`src/rtl/pipe_stage_skid.sv`:
```
// Pipeline stage register with 2-entry skid buffer; in_ready is decoded from local state only.
// Flush empties the stage to a bubble (NOP payload); stall/bubble counters saturate.
module pipe_stage_skid #(
  parameter int                DATA_W   = 32,
  parameter logic [31:0]       PC_RESET = 32'h00003000,
  parameter logic [DATA_W-1:0] NOP_VAL  = {DATA_W{1'b0}},
  parameter int                CNT_W    = 16
) (
  input  logic              clk,
  input  logic              rst,
  input  logic              flush,
  input  logic              in_valid,
  output logic              in_ready,
  input  logic [31:0]       in_pc4,
  input  logic [DATA_W-1:0] in_data,
  input  logic              in_bd,
  output logic              out_valid,
  input  logic              out_ready,
  output logic [31:0]       out_pc4,
  output logic [DATA_W-1:0] out_data,
  output logic              out_bd,
  output logic [CNT_W-1:0]  stall_cnt,
  output logic [CNT_W-1:0]  bubble_cnt
);

  typedef enum logic [1:0] {ST_EMPTY, ST_FULL, ST_SKID} state_t;

  localparam logic [CNT_W-1:0] CNT_ONE = {{(CNT_W-1){1'b0}}, 1'b1};
  localparam logic [CNT_W-1:0] CNT_MAX = {CNT_W{1'b1}};

  state_t              state_q, state_d;
  logic                out_valid_q, out_valid_d;
  logic                in_ready_q, in_ready_d;
  logic [31:0]         main_pc4_q, main_pc4_d;
  logic [DATA_W-1:0]   main_data_q, main_data_d;
  logic                main_bd_q, main_bd_d;
  logic [31:0]         skid_pc4_q, skid_pc4_d;
  logic [DATA_W-1:0]   skid_data_q, skid_data_d;
  logic                skid_bd_q, skid_bd_d;
  logic [CNT_W-1:0]    stall_cnt_q, stall_cnt_d;
  logic [CNT_W-1:0]    bubble_cnt_q, bubble_cnt_d;
  logic                accept, drain;

  assign accept = in_valid & in_ready_q;
  assign drain  = out_valid_q & out_ready;

  always_comb begin
    state_d      = state_q;
    main_pc4_d   = main_pc4_q;
    main_data_d  = main_data_q;
    main_bd_d    = main_bd_q;
    skid_pc4_d   = skid_pc4_q;
    skid_data_d  = skid_data_q;
    skid_bd_d    = skid_bd_q;
    stall_cnt_d  = stall_cnt_q;
    bubble_cnt_d = bubble_cnt_q;

    // Counters look at this cycle's outputs, independent of flush.
    if (out_valid_q && !out_ready && stall_cnt_q != CNT_MAX)
      stall_cnt_d = stall_cnt_q + CNT_ONE;
    if (!out_valid_q && bubble_cnt_q != CNT_MAX)
      bubble_cnt_d = bubble_cnt_q + CNT_ONE;

    if (flush) begin
      // Incoming entry is dropped; out_pc4 keeps its last value.
      state_d     = ST_EMPTY;
      main_data_d = NOP_VAL;
      main_bd_d   = 1'b0;
    end else begin
      case (state_q)
        ST_EMPTY: begin
          if (accept) begin
            main_pc4_d  = in_pc4;
            main_data_d = in_data;
            main_bd_d   = in_bd;
            state_d     = ST_FULL;
          end
        end
        ST_FULL: begin
          if (accept && drain) begin
            main_pc4_d  = in_pc4;
            main_data_d = in_data;
            main_bd_d   = in_bd;
          end else if (accept) begin
            skid_pc4_d  = in_pc4;
            skid_data_d = in_data;
            skid_bd_d   = in_bd;
            state_d     = ST_SKID;
          end else if (drain) begin
            main_data_d = NOP_VAL;
            main_bd_d   = 1'b0;
            state_d     = ST_EMPTY;
          end
        end
        ST_SKID: begin
          if (drain) begin
            main_pc4_d  = skid_pc4_q;
            main_data_d = skid_data_q;
            main_bd_d   = skid_bd_q;
            state_d     = ST_FULL;
          end
        end
        default: state_d = ST_EMPTY;
      endcase
    end

    out_valid_d = (state_d != ST_EMPTY);
    in_ready_d  = (state_d != ST_SKID);
  end

  always_ff @(posedge clk) begin
    if (rst) begin
      state_q      <= ST_EMPTY;
      out_valid_q  <= 1'b0;
      in_ready_q   <= 1'b1;
      main_pc4_q   <= PC_RESET;
      main_data_q  <= NOP_VAL;
      main_bd_q    <= 1'b0;
      skid_pc4_q   <= 32'h0;
      skid_data_q  <= {DATA_W{1'b0}};
      skid_bd_q    <= 1'b0;
      stall_cnt_q  <= {CNT_W{1'b0}};
      bubble_cnt_q <= {CNT_W{1'b0}};
    end else begin
      state_q      <= state_d;
      out_valid_q  <= out_valid_d;
      in_ready_q   <= in_ready_d;
      main_pc4_q   <= main_pc4_d;
      main_data_q  <= main_data_d;
      main_bd_q    <= main_bd_d;
      skid_pc4_q   <= skid_pc4_d;
      skid_data_q  <= skid_data_d;
      skid_bd_q    <= skid_bd_d;
      stall_cnt_q  <= stall_cnt_d;
      bubble_cnt_q <= bubble_cnt_d;
    end
  end

  assign in_ready   = in_ready_q;
  assign out_valid  = out_valid_q;
  assign out_pc4    = main_pc4_q;
  assign out_data   = main_data_q;
  assign out_bd     = main_bd_q;
  assign stall_cnt  = stall_cnt_q;
  assign bubble_cnt = bubble_cnt_q;

endmodule

```
`config.mk`:
```
export PLATFORM = sky130hd
export DESIGN_NAME = pipe_stage_skid
export DESIGN_NICKNAME = d
export VERILOG_FILES = /design/src/rtl/pipe_stage_skid.sv
export SDC_FILE = /design/constraint.sdc
export NUM_CORES = 1
export LEC_CHECK = 0
export ABC_AREA = 1
export CORE_UTILIZATION = 68
export DETAILED_ROUTE_END_ITERATION = 12
export DONT_BUFFER_PORTS = 1
export PLACE_DENSITY = 0.88
export RECOVER_POWER = 100
export SKIP_LAST_GASP = 1
export SLEW_MARGIN = 20
export SYNTH_ARGS = -nofsm -noshare
export SYNTH_HDL_FRONTEND = slang
export SYNTH_SLANG_ARGS = --single-unit
```
`constraint.sdc`:
```
create_clock -name clk -period 4 [get_ports clk]
set_clock_uncertainty 0.2 [all_clocks]
set_input_delay 0.8 -clock clk [delete_from_list [all_inputs] [get_ports clk]]
set_output_delay 0.8 -clock clk [all_outputs]
set_load 0.01 [all_outputs]
```
==> impl_metrics.ini, run 1 <==
[grt]
grtUsageMet2_pct = 50.76
grt_max_degree = 83
grtUsageTotal_pct = 31.31
antenna_found_initial = 0
grt_pass1_wl_mm = 27.76
grt_pass1_vias = 5920
met1_usage_pct = 37.59
grt_remaining_overflow = 0
top_usage_layer = met2
use_met3_pct = 11.47

[placed_design]
globalplace.congestion = 0.9050
portBuffers = 0
dp_hpwl_mm = 10.41

[cells_and_area]
drive_above_1_share_pct = 4.649
final_cell_mix = 184 x nor2_1, 166 x nand2_1, 166 x o21ai_0, 166 x dfxtp_1, 90 x a21oi_1
fill_cells = 729
diodes = 0
layout.nets = 1032
area_growth_pct = 9.046
layout_commonest_cell = nor2_1

[worst_setup_path]
path_class = flop to flop
cp_max_fo = 13
cp_data_required_time_ns = 4.25
critPathCaptureType = flop
cp-start-kind = flop
crit_arrival_ns = 3.18

[synthesis]
synth_cell_types = 28
postSynthCellCount = 989
ys_seq_elements = 166
syn_area_um2 = 7123
seq_area_frac_synth_pct = 46.65
avgSynthCellArea_um2 = 7.202
yosysWarnings = 0
syn-num-nets = 1065

[sta]
hold_viol_final = 0
fin_tns_setup_ns = 0
setup_viol = 0
slew_headroom_pct = -7.029
slew_viol_final = 14
rsz0062_at_grt = no
fin_hold_ws_ns = 0.1300
finalCriticalPeriod_ns = 2.925
max_freq_mhz = 341.9
worst_pin_slew_ns = 1.591
timing.final.crit_share_pct = 73.13

[detailed_routing]
drt_wl_total_mm = 16.85
drt_iter0_markers = 589
drt_pass1_iterations = 6
ant_nets = 0
num_vias = 6467
wire_per_inst_um = 15.30
drcViolationCount = 0
viasPerCell = 5.874

[clock_tree]
cts_tree = yes
postCtsSetupBuffers = 0
clock-sinks = 166
holdBufCountCts = 0
cts_buffers = 17
post_cts_resized = 0
cts_root_buf = clkbuf_8
cts.clk_slew.worst_paths_ns = 0.07
insertion_delay_ns = 0.53
cts_max_level = 4
clk_path_buf_depth = 2

[die]
core_um2 = 9955
die_h_um = 104.4
die_w_um = 104.4
io_pins = 169
rows = 36
initial_core_util_pct = 71.56
die_area_um2 = 10890

[status]
outcome = complete, but fails checks
violations = max-capacitance violations, max-slew violations

[power]
ir_drop_mv = 0.2925
power_leakage_nw = 3.039
power.density_nw_per_um2 = 498.2

[worst_hold_path]
hp-class = primary input to flop

[run]
cap_violations = 1
## worst max-delay path, stage by stage (launching register included)
cell and delay [ns]:
dfxtp_1 0.49, ha_1 0.30, inv_1 0.06, nor2_1 0.10
nand3_1 0.12, a21boi_0 1.21, nand2_1 0.14, a21oi_1 0.21
## area by class of cell
class | count | area (µm²) | share of cell area, %
Clock buffer | 20 | 445.4 | 5.735
Clock inverter | 11 | 221.5 | 2.851
Inverter | 65 | 244.0 | 3.141
Multi-Input combinational cell | 697 | 3267 | 42.06
Sequential cell | 166 | 3323 | 42.78
Tap cell | 133 | 166.4 | 2.142
Timing Repair Buffer | 9 | 100.1 | 1.289
## logic make-up (layout without fill, tap and decap cells)
group                      after synthesis  after routing  synth area share, %
adders and majority gates                6              6                1.054
AOI/OAI and AO/OA                      298            298                22.26
xor gates and xnor gates                13             13                1.598
DFF                                    166            166                46.65
buffers and inverters                  126            105                7.325
and+or+nand+nor                        380            380                21.11
## through the flow
stage / util [%] / instances / setup WS, ns / total power, W / area [µm²]
floorplan: - / 989 / 1.949 / 0.002026 / 7123
global placement: 71.38 / 1069 / 0.8077 / 0.002068 / 7106
detailed placement: 71.38 / 1069 / 0.7352 / 0.002078 / 7106
CTS: 78.08 / 1100 / 0.9831 / 0.003875 / 7772
global route: 78.03 / 1101 / 0.8171 / 0.003997 / 7767
finish: 78.03 / 1101 / 1.075 / 0.003870 / 7767
## per-layer routing
| layer | wire, µm | share of wire, % | vias to the layer above |
|---|---|---|---|
| li1 | - | - | 3185 |
| met1 | 6913 | 41 | 2952 |
| met2 | 8019 | 48 | 296 |
| met3 | 1571 | 9.3 | 34 |
| met4 | 345 | 2.0 | 0 |
| met5 | 0 | 0 | - |
## synthesized netlist by cell type
cell type,instances,area [µm²]
a21boi_2,1,11.26
a21oi_1,90,450.4
a22oi_1,33,247.7
buf_1,5,18.77
buf_2,27,135.1
buf_4,4,30.03
clkbuf_1,25,93.84
dfxtp_1,166,3323
ha_1,6,75.07
inv_1,62,232.7
inv_2,3,11.26
nand2_1,165,619.3
nand2_2,2,12.51
nand3_1,15,75.07
nand4_1,8,50.05
nor2_1,182,683.2
nor2_2,2,12.51
nor2b_1,1,6.260
nor3_1,1,5.000
nor3_2,1,10.01
nor3_4,1,16.27
nor3b_1,1,7.510
o211ai_1,2,15.01
o21ai_0,165,825.8
o21ai_1,7,35.03
or2_2,1,6.260
xnor2_1,8,70.07
xor2_1,5,43.79
## where the power goes
group / switching, W / total, W / internal [W] / leakage, nW
combinational: 0.000164 / 0.000243 / 0.0000781 / 1.37
clock: 0.000648 / 0.00182 / 0.00117 / 0.318
sequential: 0.0000799 / 0.00181 / 0.00173 / 1.35
## path summary, 6_finish.rpt
path | from | end | slack [ns] | cells past startpoint
worst max register to register | stall_cnt[0] | stall_cnt[6] | 1.07 | 7
worst min register to register | skid_pc4_q[12] | skid_pc4_q[12] | 0.25 | 2
worst max-delay path | stall_cnt[0] | stall_cnt[6] | 1.07 | 7
worst min-delay path | rst | stall_cnt[3] | 0.13 | 1
## flip-flops by register name, indices dropped and copies added (netlist names)
register and cells:
skid_data_q 32, in_ready 1, out_pc4 32, bubble_cnt 16, skid_pc4_q 32, stall_cnt 16
out_valid 1, skid_bd_q 1, state_q 2, out_bd 1, out_data 32
Note: power is estimated with default switching activity, not from simulation.
==> run 2, diff against run 1 <==
--- a/config.mk
+++ b/config.mk
@@ -6,10 +6,10 @@
 export NUM_CORES = 1
 export LEC_CHECK = 0
 export ABC_AREA = 1
-export CORE_UTILIZATION = 68
+export CORE_UTILIZATION = 63
 export DETAILED_ROUTE_END_ITERATION = 12
 export DONT_BUFFER_PORTS = 1
-export PLACE_DENSITY = 0.88
+export PLACE_DENSITY = 0.83
 export RECOVER_POWER = 100
 export SKIP_LAST_GASP = 1
 export SLEW_MARGIN = 20
==> constraint.sdc (replaced) <==
create_clock -name clk -period 2.7 [get_ports clk]
set_clock_uncertainty 0.2 [all_clocks]
set_input_delay 0.54 -clock clk [delete_from_list [all_inputs] [get_ports clk]]
set_output_delay 0.54 -clock clk [all_outputs]
set_load 0.01 [all_outputs]
==> run 2 against run 1 <==
The flow now finishes without violations. Sequential power is 48% higher. Sequential share of layout area hardly changed. First-iteration DRC count is 21% lower. Non-clock buffer count is 3 higher. Clock power is 47% higher. Total power is 47% higher. Routed wire length is 0.88% lower. Worst hold slack worse by 0.067 ns. Cell area hardly changed. Critical endpoint is now out_data[23]. Largest power group is now sequential cells.
==> impl_metrics.ini, run 2 (synthesis gave the netlist of run 1 again) <==
[status]
outcome = complete, no violations

[die]
rows = 38
io_pins = 169
die_area_um2 = 11740
core_um2 = 10940
die_h_um = 108.3
die_w_um = 108.3
initial_core_util_pct = 65.14

[detailed_routing]
drt_iter0_markers = 468
ant_nets = 0
drt_pass1_iterations = 5
drcViolationCount = 0
drt_wl_total_mm = 16.70
wire_per_inst_um = 15.05
num_vias = 6281
viasPerCell = 5.659

[grt]
grt_pass1_wl_mm = 26.57
antenna_found_initial = 0
grtUsageTotal_pct = 28.60
grt_pass1_vias = 5697
grt_remaining_overflow = 0
grt_max_degree = 67

[worst_setup_path]
cp-start-kind = flop
path_class = flop to flop
crit_arrival_ns = 2.37
slowest_stage = clkinvlp_4
path_cells = inv_1, ha_1, nand2_1, clkinvlp_4, a22oi_1, a21oi_1
cp_top_family = buffers and inverters
cp_max_fo = 33
cp_data_required_time_ns = 2.79
critPathCaptureType = flop
max_stage_delay_ns = 0.52
crit_buf_inv = 2

[power]
power_leakage_nw = 3.033
seqPwrFrac_pct = 46.9
ir_drop_mv = 0.4767
power.density_nw_per_um2 = 734.4
combPwrFrac_pct = 6.3
netSwitchingFraction_pct = 22.89
p_int_w = 0.004395
p_switching_w = 0.001305
clock_power_share_pct = 46.8

[sta]
finalCriticalPeriod_ns = 2.283
rsz0062_at_grt = no
hold_viol_final = 0
worst_pin_slew_ns = 0.9645
slew_headroom_pct = 35.49
slew_viol_final = 0
max_freq_mhz = 437.9
setup_viol = 0
timing.final.crit_share_pct = 84.57
fin_tns_setup_ns = 0

[cells_and_area]
multi_input_area_um2 = 3277
layout.nets = 1035
diodes = 0
area.sequential_um2 = 3323
area_growth_pct = 8.958
post-route-util_pct = 70.97
finalInstanceArea_um2 = 7761
drive_above_1_share_pct = 5.155
final_cell_mix = 184 x nor2_1, 167 x nand2_1, 167 x o21ai_0
fill_cells = 903
layout_commonest_cell = nor2_1

[clock_tree]
cts_tree = yes
clk_path_buf_depth = 2
insertion_delay_ns = 0.42
cts_max_level = 4
clock-sinks = 166
cts_buffers = 17
cts_root_buf = clkbuf_16
postCtsSetupBuffers = 0
cts.clk_slew.worst_paths_ns = 0.06

[placed_design]
dp_hpwl_mm = 10.20
globalplace.congestion = 0.8588
place_area_um2 = 7124
portBuffers = 0

[run]
cap_violations = 0

[worst_hold_path]
hp-class = primary input to flop
==> run 2: cell types whose count changed in the layout (fill, tap and decap cells not counted), moves of 2 or more <==
cell,previous run,this run
clkinv_4,2,0
buf_12,2,0
clkinv_2,0,3
clkbuf_4,0,2
inv_1,63,61
clkbuf_2,0,3
==> run 2: layout make-up <==
type | instances | area share (%)
multi-input cells | 697 | 42.22
clock inverters | 9 | 2.225
flip-flops and latches | 166 | 42.82
repair buffers | 12 | 1.096
clock buffers | 21 | 6.191
inverters | 65 | 3.192
well taps | 140 | 2.257
==> run 2: metrics by stage <==
step,std cells,setup WS (ns),power [W],hold slack [ns]
global route,1110,0.1941,0.005885,0.04961
finish,1110,0.4166,0.005700,0.06256
CTS,1110,0.3463,0.005726,0.04913
global placement,1079,0.4651,0.003064,0.2413
detailed placement,1079,0.3791,0.003076,0.2493
floorplan,989,0.9095,0.003002,0.2292
==> run 2: path summary, 6_finish.rpt <==
path	from	endpoint	slack (ns)	cells after the start
hold reg to reg	skid_pc4_q[13]	skid_pc4_q[13]	0.25	2
setup reg to reg	state_q[0]	out_data[23]	0.42	6
hold / removal	in_pc4[3]	skid_pc4_q[3]	0.06	2
setup / recovery	state_q[0]	out_data[23]	0.42	6
==> run 2: what timing repair did <==
item	CTS	global route
gates resized for setup	0	1
endpoints found under the setup margin	0	13
endpoints found under the hold margin	24	0
hold buffers	1	0
==> run 2: power groups by stage <==
stage / Sequential [W] / Clock (W) / Combinational (W)
floorplan: 0.00270 / 0 / 0.000304
global placement: 0.00272 / 0 / 0.000342
detailed placement: 0.00272 / 0 / 0.000354
CTS: 0.00267 / 0.00269 / 0.000365
global route: 0.00268 / 0.00279 / 0.000413
finish: 0.00267 / 0.00267 / 0.000361
==> run 2: per-layer routing <==
layer / vias up / track usage (%) / part of all wire (%)
met1: 2852 / 34.27 / 42
met2: 220 / 47.22 / 49
li1: 3186 / - / -
met4: 0 / 11.29 / 1.8
met5: - / 0 / 0
met3: 23 / 9.584 / 7.7
==> run 3, diff against run 2 <==
--- a/config.mk
+++ b/config.mk
@@ -6,10 +6,10 @@
 export NUM_CORES = 1
 export LEC_CHECK = 0
 export ABC_AREA = 1
-export CORE_UTILIZATION = 63
+export CORE_UTILIZATION = 57
 export DETAILED_ROUTE_END_ITERATION = 12
 export DONT_BUFFER_PORTS = 1
-export PLACE_DENSITY = 0.83
+export PLACE_DENSITY = 0.79
 export RECOVER_POWER = 100
 export SKIP_LAST_GASP = 1
 export SLEW_MARGIN = 20
==> constraint.sdc (replaced) <==
create_clock -name clk -period 1.9 [get_ports clk]
set_clock_uncertainty 0.2 [all_clocks]
set_input_delay 0.38 -clock clk [delete_from_list [all_inputs] [get_ports clk]]
set_output_delay 0.38 -clock clk [all_outputs]
set_load 0.01 [all_outputs]
==> run 3 against run 2 <==
Count of clock-buffer cells in the layout decreased by 1. Critical path type unchanged. Fmax up 22%. Total power rose by 39%. Global-route usage increased by 0.22 points. Highest routed layer unchanged. First-iteration DRC count grew 47%. Setup slack worse by 0.39 ns. Cell count is 13% higher. Clock power increased by 26%. Combinational power increased by 130%. Largest power group unchanged. Worst hold slack gained 0.037 ns.
==> impl_metrics.ini, run 3 (synthesis gave the netlist of run 1 again) <==
[cells_and_area]
multi_input_area_um2 = 3337
post-route-util_pct = 73.58
layout.nets = 1151
final_cells = 1256
drive_above_1_share_pct = 7.996
diodes = 0
final_cell_mix = 181 x nor2_1, 164 x dfxtp_1, 163 x nand2_1
layout_commonest_cell = nor2_1
area_growth_pct = 25.12
area.sequential_um2 = 3331
fill_cells = 933

[worst_setup_path]
path_cells = inv_2, ha_2, nand2_1, inv_2, nand2_1, inv_4, buf_6, nor2_1, nor2_1
crit_arrival_ns = 2.02
r2r_start = state_q[1]
critPathCaptureType = flop
slowest_stage = dfxtp_4
crit_buf_inv = 4
cp_data_required_time_ns = 2.05
cp-start-kind = flop
cp_max_fo = 33
r2r_end = skid_data_q[27]
path_class = flop to flop
cp_top_family = buffers and inverters
rrSetupSlack_ns = 0.02
max_stage_delay_ns = 0.36
reg2regPathDepth = 9

[detailed_routing]
drt_pass1_iterations = 5
wire_per_inst_um = 15.48
drcViolationCount = 0
drt_iter0_markers = 687
ant_nets = 0
drt_wl_total_mm = 19.45
num_vias = 7040
viasPerCell = 5.605

[sta]
fin_tns_setup_ns = 0
setup_viol = 0
worst_pin_slew_ns = 0.9891
hold_viol_final = 0
finalCriticalPeriod_ns = 1.878
timing.final.crit_share_pct = 98.85
slew_headroom_pct = 34.06
max_freq_mhz = 532.5
slew_viol_final = 0
setup_slack_ns = 0.02190
rsz0062_at_grt = yes

[grt]
met1_usage_pct = 33.04
grt_pass1_wl_mm = 30.15
grtUsageMet2_pct = 50.69
antenna_found_initial = 0
grtUsageTotal_pct = 28.81
use_met3_pct = 8.077
grt_remaining_overflow = 0
top_usage_layer = met2
grt_max_degree = 66
grt_pass1_vias = 6505

[clock_tree]
cts.clk_slew.worst_paths_ns = 0.06
cts_buffers = 17
cts_max_level = 4
clk_path_buf_depth = 2
cts_root_buf = clkbuf_16
clock-sinks = 166
insertion_delay_ns = 0.43
cts_tree = yes

[power]
power_leakage_nw = 3.479
finalPower_w = 0.007950
ir_drop_mv = 0.8617
power.density_nw_per_um2 = 892.0

[worst_hold_path]
min_from = out_ready
hp-class = primary input to flop
hold_path_end = stall_cnt[10]
holdPathStages = 4

[placed_design]
globalplace.congestion = 0.8877
dp.cells = 1148
dpl_worst_slack_ns = -0.01511
dp_hpwl_mm = 10.75
portBuffers = 0

[die]
core_um2 = 12110
initial_core_util_pct = 58.81
die_h_um = 113.8
io_pins = 169
die_area_um2 = 12950
rows = 40
die_w_um = 113.8

[run]
cap_violations = 0

[status]
outcome = complete, no violations
[run 3: how the worst max path moves through the flow]
stage,start,to,slack [ns],cells after the start
after floorplan,bubble_cnt[0],bubble_cnt[11],0.12,10
after global placement,state_q[0],out_pc4[10],0.04,7
after detailed placement,state_q[0],out_pc4[25],-0.02,7
after CTS,state_q[1],out_pc4[25],0.02,9
after global routing,state_q[1],skid_data_q[27],-0.09,9
final,state_q[1],skid_data_q[27],0.02,9
[run 3: power by group]
group / switching, W / leakage (nW) / internal, W
combinational: 0.000463 / 1.85 / 0.000350
sequential: 0.000151 / 1.35 / 0.00363
clock: 0.00146 / 0.278 / 0.00189
[run 3: layer usage]
layer | wire, µm | up-vias
li1 | - | 3424
met1 | 7929 | 3241
met2 | 9334 | 323
met3 | 1668 | 52
met4 | 512 | 0
met5 | 0 | -
[run 3: through the flow]
step	cell area (µm²)	hold slack, ns
2_1_floorplan	7123	0.2292
3_3_place_gp	7567	0.2406
3_5_place_dp	7567	0.2519
4_1_cts	8802	0.06970
5_1_grt	8912	0.1287
6_report	8912	0.09916
[run 3: repair_timing]
| item | in CTS | in global routing |
|---|---|---|
| hold buffers | 66 | 0 |
| setup endpoints to repair | 6 | 143 |
| hold endpoints to repair | 127 | 0 |
| pin swaps | 1 | 6 |
| gates cloned | 0 | 5 |
| setup buffers | 0 | 5 |
| resized for setup | 1 | 29 |
[run 3: tightest hold or removal path: stages]
cell and delay, ns:
nor2_1 0.06, nand4_1 0.12, nor2_1 0.04, nor2_1 0.08
[run 3: layout make-up]
| class | count | share of cell area (%) |
|---|---|---|
| clock inverters | 12 | 1.306 |
| clock buffers | 20 | 5.124 |
| repair buffers | 128 | 13.58 |
| multi-input cells | 697 | 37.44 |
| flip-flops and latches | 166 | 37.37 |
| well taps | 168 | 2.359 |
| inverters | 65 | 2.822 |
